[src/rtl/waterfall_pkg.sv]
// Shared definitions for the key controller: clear-sequence FSM states and
// the default debounce window (20 ms at 50 MHz).
package waterfall_pkg;

  localparam int DEB_CYCLES_DEF = 1_000_000;

  typedef enum logic [1:0] {
    IDLE    = 2'd0,
    WAIT_LO = 2'd1,
    WAIT_HI = 2'd2,
    RELEASE = 2'd3
  } clr_state_e;

endpackage

[src/rtl/key_debounce.sv]
// One pushbutton channel: 2-flop synchronizer, saturating stability counter
// and a registered one-cycle press pulse on the debounced 1->0 transition.
module key_debounce
  import waterfall_pkg::*;
#(
  parameter int DEB_CYCLES = DEB_CYCLES_DEF
) (
  input  logic clk,
  input  logic rst,
  input  logic key_n,
  output logic press
);

  localparam int CW = $clog2(DEB_CYCLES + 1);
  localparam logic [CW-1:0] CNT_LAST = CW'(DEB_CYCLES - 1);
  localparam logic [CW-1:0] CNT_MAX  = CW'(DEB_CYCLES);

  logic [1:0]    sync_q, sync_d;
  logic [CW-1:0] cnt_q, cnt_d;
  logic          level_q, level_d;
  logic          press_q, press_d;

  // Next-state: shift synchronizer, count mismatching samples, flip level
  // once the new value has been held for the whole window
  always_comb begin
    sync_d  = {sync_q[0], key_n};
    cnt_d   = cnt_q;
    level_d = level_q;
    if (sync_q[1] == level_q) begin
      cnt_d = '0;
    end else if (cnt_q == CNT_LAST) begin
      level_d = sync_q[1];
      cnt_d   = '0;
    end else if (cnt_q != CNT_MAX) begin
      cnt_d = cnt_q + 1'b1;
    end
    press_d = level_q & ~level_d;
  end

  // State registers; released button reads as 1 after reset
  always_ff @(posedge clk or posedge rst) begin
    if (rst) begin
      sync_q  <= 2'b11;
      cnt_q   <= '0;
      level_q <= 1'b1;
      press_q <= 1'b0;
    end else begin
      sync_q  <= sync_d;
      cnt_q   <= cnt_d;
      level_q <= level_d;
      press_q <= press_d;
    end
  end

  assign press = press_q;

endmodule

[src/rtl/key_ctrl.sv]
// Run/stop, mode and clear control for the counter stage. Stop and mode
// presses toggle registered levels; a clear press holds clr_n low until a
// complete rising edge of the 1 Hz count clock has been seen.
module key_ctrl
  import waterfall_pkg::*;
#(
  parameter int DEB_CYCLES = DEB_CYCLES_DEF
) (
  input  logic clk,
  input  logic rst,
  input  logic key_stop_n,
  input  logic key_clr_n,
  input  logic key_mode_n,
  input  logic clk_1hz,
  output logic stop_n,
  output logic clr_n,
  output logic M,
  output logic clr_busy
);

  logic       stop_press, clr_press, mode_press;
  logic [1:0] hz_sync_q, hz_sync_d;
  clr_state_e state_q, state_d;
  logic       stop_n_q, stop_n_d;
  logic       m_q, m_d;
  logic       clr_n_q, clr_n_d;
  logic       clr_busy_q, clr_busy_d;

  key_debounce #(.DEB_CYCLES(DEB_CYCLES)) u_deb_stop (
    .clk   (clk),
    .rst   (rst),
    .key_n (key_stop_n),
    .press (stop_press)
  );

  key_debounce #(.DEB_CYCLES(DEB_CYCLES)) u_deb_clr (
    .clk   (clk),
    .rst   (rst),
    .key_n (key_clr_n),
    .press (clr_press)
  );

  key_debounce #(.DEB_CYCLES(DEB_CYCLES)) u_deb_mode (
    .clk   (clk),
    .rst   (rst),
    .key_n (key_mode_n),
    .press (mode_press)
  );

  // Next-state and registered-output decode; clear presses outside IDLE drop
  always_comb begin
    hz_sync_d = {hz_sync_q[0], clk_1hz};
    state_d   = state_q;
    unique case (state_q)
      IDLE:    if (clr_press)     state_d = WAIT_LO;
      WAIT_LO: if (!hz_sync_q[1]) state_d = WAIT_HI;
      WAIT_HI: if (hz_sync_q[1])  state_d = RELEASE;
      RELEASE:                    state_d = IDLE;
      default:                    state_d = IDLE;
    endcase
    clr_n_d    = !((state_d == WAIT_LO) || (state_d == WAIT_HI));
    clr_busy_d = (state_d != IDLE);
    stop_n_d   = stop_n_q ^ stop_press;
    m_d        = m_q ^ mode_press;
  end

  // State and output registers
  always_ff @(posedge clk or posedge rst) begin
    if (rst) begin
      hz_sync_q  <= 2'b11;
      state_q    <= IDLE;
      stop_n_q   <= 1'b1;
      m_q        <= 1'b0;
      clr_n_q    <= 1'b1;
      clr_busy_q <= 1'b0;
    end else begin
      hz_sync_q  <= hz_sync_d;
      state_q    <= state_d;
      stop_n_q   <= stop_n_d;
      m_q        <= m_d;
      clr_n_q    <= clr_n_d;
      clr_busy_q <= clr_busy_d;
    end
  end

  assign stop_n   = stop_n_q;
  assign M        = m_q;
  assign clr_n    = clr_n_q;
  assign clr_busy = clr_busy_q;

endmodule

[config.mk]
export PLATFORM = sky130hd
export DESIGN_NAME = key_ctrl
export DESIGN_NICKNAME = d
export VERILOG_FILES = /design/src/rtl/waterfall_pkg.sv /design/src/rtl/key_debounce.sv /design/src/rtl/key_ctrl.sv
export SDC_FILE = /design/constraint.sdc
export NUM_CORES = 1
export LEC_CHECK = 0
export ABC_AREA = 1
export CELL_PAD_IN_SITES_DETAIL_PLACEMENT = 0
export CELL_PAD_IN_SITES_GLOBAL_PLACEMENT = 1
export CORE_MARGIN = 2
export CORE_UTILIZATION = 42
export DETAILED_ROUTE_END_ITERATION = 10
export HOLD_SLACK_MARGIN = 0.03
export PLACE_DENSITY = 0.76
export SLEW_MARGIN = 20
export SYNTH_ARGS = -nofsm -noshare
export SYNTH_HDL_FRONTEND = slang
export SYNTH_SLANG_ARGS = --single-unit
[constraint.sdc]
create_clock -name clk -period 3.1 [get_ports clk]
set_input_delay 0.93 -clock clk [delete_from_list [all_inputs] [get_ports clk]]
set_output_delay 0.93 -clock clk [all_outputs]
set_load 0.01 [all_outputs]
; Word level (Yosys, flattened, before mapping)
; Index checks and enable logic that the tools add are counted.
[classes]
bitwise = 8
n_reduce_logical = 7
eq_ne = 14
muxes = 19
add_sub_neg = 3
[op_table]
columns = op, count
row1 = $mux 20, 9
row2 = $add 20x1->20 const B, 3
row3 = $eq 20x20->1 const B, 3
row4 = $ne 20x20->1 const B, 3
row5 = $reduce_bool 3->1, 3
row6 = $pmux 2 s4, 1
row7 = $eq 2x2->1 const B, 3
row8 = $mux 1, 6
row9 = $mux 2, 3
row10 = $eq 2x1->1 const B, 2
row11 = $and 1x1->1, 3
row12 = $eq 1x1->1, 3
row13 = $not 1->1, 3
row14 = $logic_not 2->1, 1
row15 = $reduce_bool 2->1, 1
row16 = $xor 1x1->1, 2
row17 = $logic_not 1->1, 1
row18 = $logic_or 1x1->1, 1
[totals]
in_bits = 6
output_inout_bits = 4
register_bits = 80

; Logic depth before layout (Yosys ltp)
[logic_depth]
ltp_word = 5
mapped_depth = 11
mapped_depth_nobuf = 11

; Cells and area by module
; Synthesis repeated with hierarchy kept, for this count alone.
[hier_totals]
hier_cells = 639
area_unflattened_um2 = 4918.5
[by_module_without_submodules]
columns = module, cells_per_inst, area_each_um2, instances
row1 = key_debounce, 204, 1535.2, 3
row2 = key_ctrl, 27, 312.8, 1

; Worst setup path after synthesis
; OpenSTA, ideal clock, no wires.
[synth_path]
kind = register to output
from = register stop_n_q, in the netlist stop_n
to = output stop_n
path_stages_with_launch = 1
t_arrival_ns = 0.536
setup_slack_ns = 1.634
path_buffers = 0
path_cell_list = dfstp_2
[synth_rtl]
columns = element, line_no
row1 = start: declaration, key_ctrl.sv:24  ; logic stop_n_q, stop_n_d;
row2 = start signal: assignment, key_ctrl.sv:79  ; stop_n_q <= stop_n_d;
row3 = end: declaration, key_ctrl.sv:15  ; output logic stop_n,
; No word-level cell between the ends.

; Final worst setup path
[layout_path]
from = register stop_n_q, in the netlist stop_n
to = output stop_n
; No word-level cell between the ends.

==> results.ini <==
[status]
status=finished clean

[floorplanning]
initial_core_util_pct=42.7
die_width_um=109
die_h_um=109
die-area_um2=11800
io_pins=10
rows=38
coreArea_um2=10800

[synth]
post-synth-top-count-cell=nand2_1
synth_ff_type=dfrtp_1
yosys-top-cells-count=nand2_1 (145), nor2_1 (119), inv_1 (89)
synthMuxAreaShare_pct=0
ys_seq_area_share_pct=43.8
synth_seq_cells=80
synth_edf_count=0
syn_nets=643
synth_top_family_by_area=simple AND/OR/NAND/NOR gates
synth_compound_area_share_pct=3.23
synth_fa_ha_area_share_pct=1.90
yosysTopAreaCellShare_pct=36.4
async_reset_ff_share_pct=100
synthesis.area_um2=4610
synth_area_leaders=dfrtp_1 (36%), nand2_1 (12%), nor2_1 (9.7%)
yosys.area_share.simple_pct=40.6
syn-mean-instance-area_um2=7.32
ys_types=28
synth-warning-count=0
synth_area_leader_cell=dfrtp_1
synth_cells=630
synth_xor_area_share_pct=2.63

[cts]
clock_sinks=80
post_cts_resized=0
cts_buffer_depth=2
postCtsHoldBufs=0
clock_latency_ns=0.36
cts_tree=done
post_cts_buffers=0
cts_buffers=9
clkTransAtPathRegs_ns=0.08
root_buffer=clkbuf_8
h-tree-depth=3

[timing]
timing.fmax_ghz=0.424
slew_headroom_pct=60.8
period_needed_ns=2.36
setup_viol=0
worst-slew-pin-transition_ns=0.586
hold_viol=0
rsz0062_at_grt=no
maxSlewViolCount=0
fin_ws_ns=0.741
fin_skew_ns=0.0125
finalCritPeriodShare_pct=76.1
setup_tns_ns=0

[setup_path]
cp_slowest_cell=dfstp_2
path_depth=1
startpoint_type=register
path_max_fanout=2
critPathBufInv=1
end_kind=primary output
max_stage_delay_ns=0.54
cp_cell_sequence=clkdlybuf4s50_1
required_ns=2.17
crit_family=flip-flops
arrival_ns=1.43
worstSetupPathType=register to primary output
r2r_cells=7

[drt]
met1_length_mm=4.90
via_count=3856
first_pass_iters=4
maxUsedRoutingLayer=met4
viasPerCell=4.84
wl_met3_um=244
dr_wl_met2_mm=4.43
wl_per_cell_um=12.2
wl_mm=9.75
drc=0
final_antenna_net_count=0
drtIter0Drc=148

[grt]
overflow=0
first_global_vias=3767
gr-usage-all-layers_pct=18.2
grt_start_max_net_pins=32
grt_first_pass_wirelength_mm=17.0
antenna_found_initial=0

[finish]
drive_gt1_share_pct=12.5
diodes=0
final_cell_area_um2=5140
area_growth_syn_to_layout_pct=11.5
final_core_util_pct=47.6
layout.nets=664
fin_cells=796

[place]
pre_cts_ws_ns=1.13
io_buffers=9
place_area_um2=4920
placed_cells=780
place_congestion=0.845
dp_hpwl_mm=7.31

[hold_path]
hp-class=register to register
hold_depth=0

[run]
maxCapViolCount=0

[power]
vdd_drop_max_mv=0.256
powerDensity_nw_per_um2=395
p_leak_uw=0.00226

[cell usage in the layout, fill, tap and decap left out, drive strengths merged]
master	synthesis	final
clkbuf	2	10
nand4	21	21
a21oi	14	14
bufinv	0	2
buf	1	4
inv	93	92
nand3b	1	1
o21bai	2	2
o21a	1	1
clkinvlp	0	1
nor2	138	138
xnor2	3	3
clkdlybuf4s50	0	9
dfstp	13	13
o21ai	10	10
dfrtp	67	67
nand2	159	159
xor2	10	10
nand3	60	60
and2	1	1
nor3	22	22
nor3b	4	4
ha	7	7
a31oi	1	1
clkinv	0	4
[layout make-up]
| class | count | area, um^2 |
|---|---|---|
| well taps | 140 | 175 |
| flip-flops and latches | 80 | 2020 |
| clock inverters | 6 | 82.6 |
| repair buffers | 13 | 145 |
| fillers | 1065 | 5650 |
| multi-input cells | 454 | 2230 |
| inverters | 93 | 350 |
| clock buffers | 10 | 138 |
[state kept, by name (all words and copies together), names as in the netlist]
signal and cells:
M 1, clr_busy 1, clr_n 1, hz_sync_q 2, state_q 2, stop_n 1
u_deb_clr.cnt_q 20, u_deb_clr.level_q 1, u_deb_clr.press 1, u_deb_clr.sync_q 2, u_deb_mode.cnt_q 20, u_deb_mode.level_q 1
u_deb_mode.press 1, u_deb_mode.sync_q 2, u_deb_stop.cnt_q 20, u_deb_stop.level_q 1, u_deb_stop.press 1, u_deb_stop.sync_q 2
[final timing paths]
check	endpoint	startpoint	slack, ns
hold reg to reg	u_deb_stop.sync_q[1]	u_deb_stop.sync_q[0]	0.35
setup reg to reg	u_deb_clr.cnt_q[2]	u_deb_clr.sync_q[1]	1.42
min in group asynchronous	u_deb_mode.cnt_q[16]	rst	0.89
max in group asynchronous	u_deb_clr.level_q	rst	1.61
setup / recovery	stop_n	stop_n	0.74
hold / removal	u_deb_stop.sync_q[1]	u_deb_stop.sync_q[0]	0.35
[metal layers]
| layer | up-vias | track usage (%) |
|---|---|---|
| met1 | 1775 | 24.5 |
| met2 | 42 | 29.1 |
| met5 | - | 0 |
| met4 | 0 | 7.42 |
| met3 | 13 | 3.05 |
| li1 | 2026 | - |
[through the flow]
stage               power, uW  hold WS [ns]
floorplan                1150         0.345
global placement         1180         0.347
detailed placement       1190         0.347
CTS                      2060         0.360
global route             2120         0.361
finish                   2030         0.355
[power breakdown]
group	switching (uW)	internal, uW
logic	57.6	31.3
clock network	395	471
registers	13.8	1060
[logic make-up after synthesis]
kind of cell,Yosys count
AOI/OAI and AO/OA,28
buffers and inverters,96
xor gates and xnor gates,13
adders and majority gates,7
and+or+nand+nor,406
DFF,80
(Power assumes the default switching activity.)
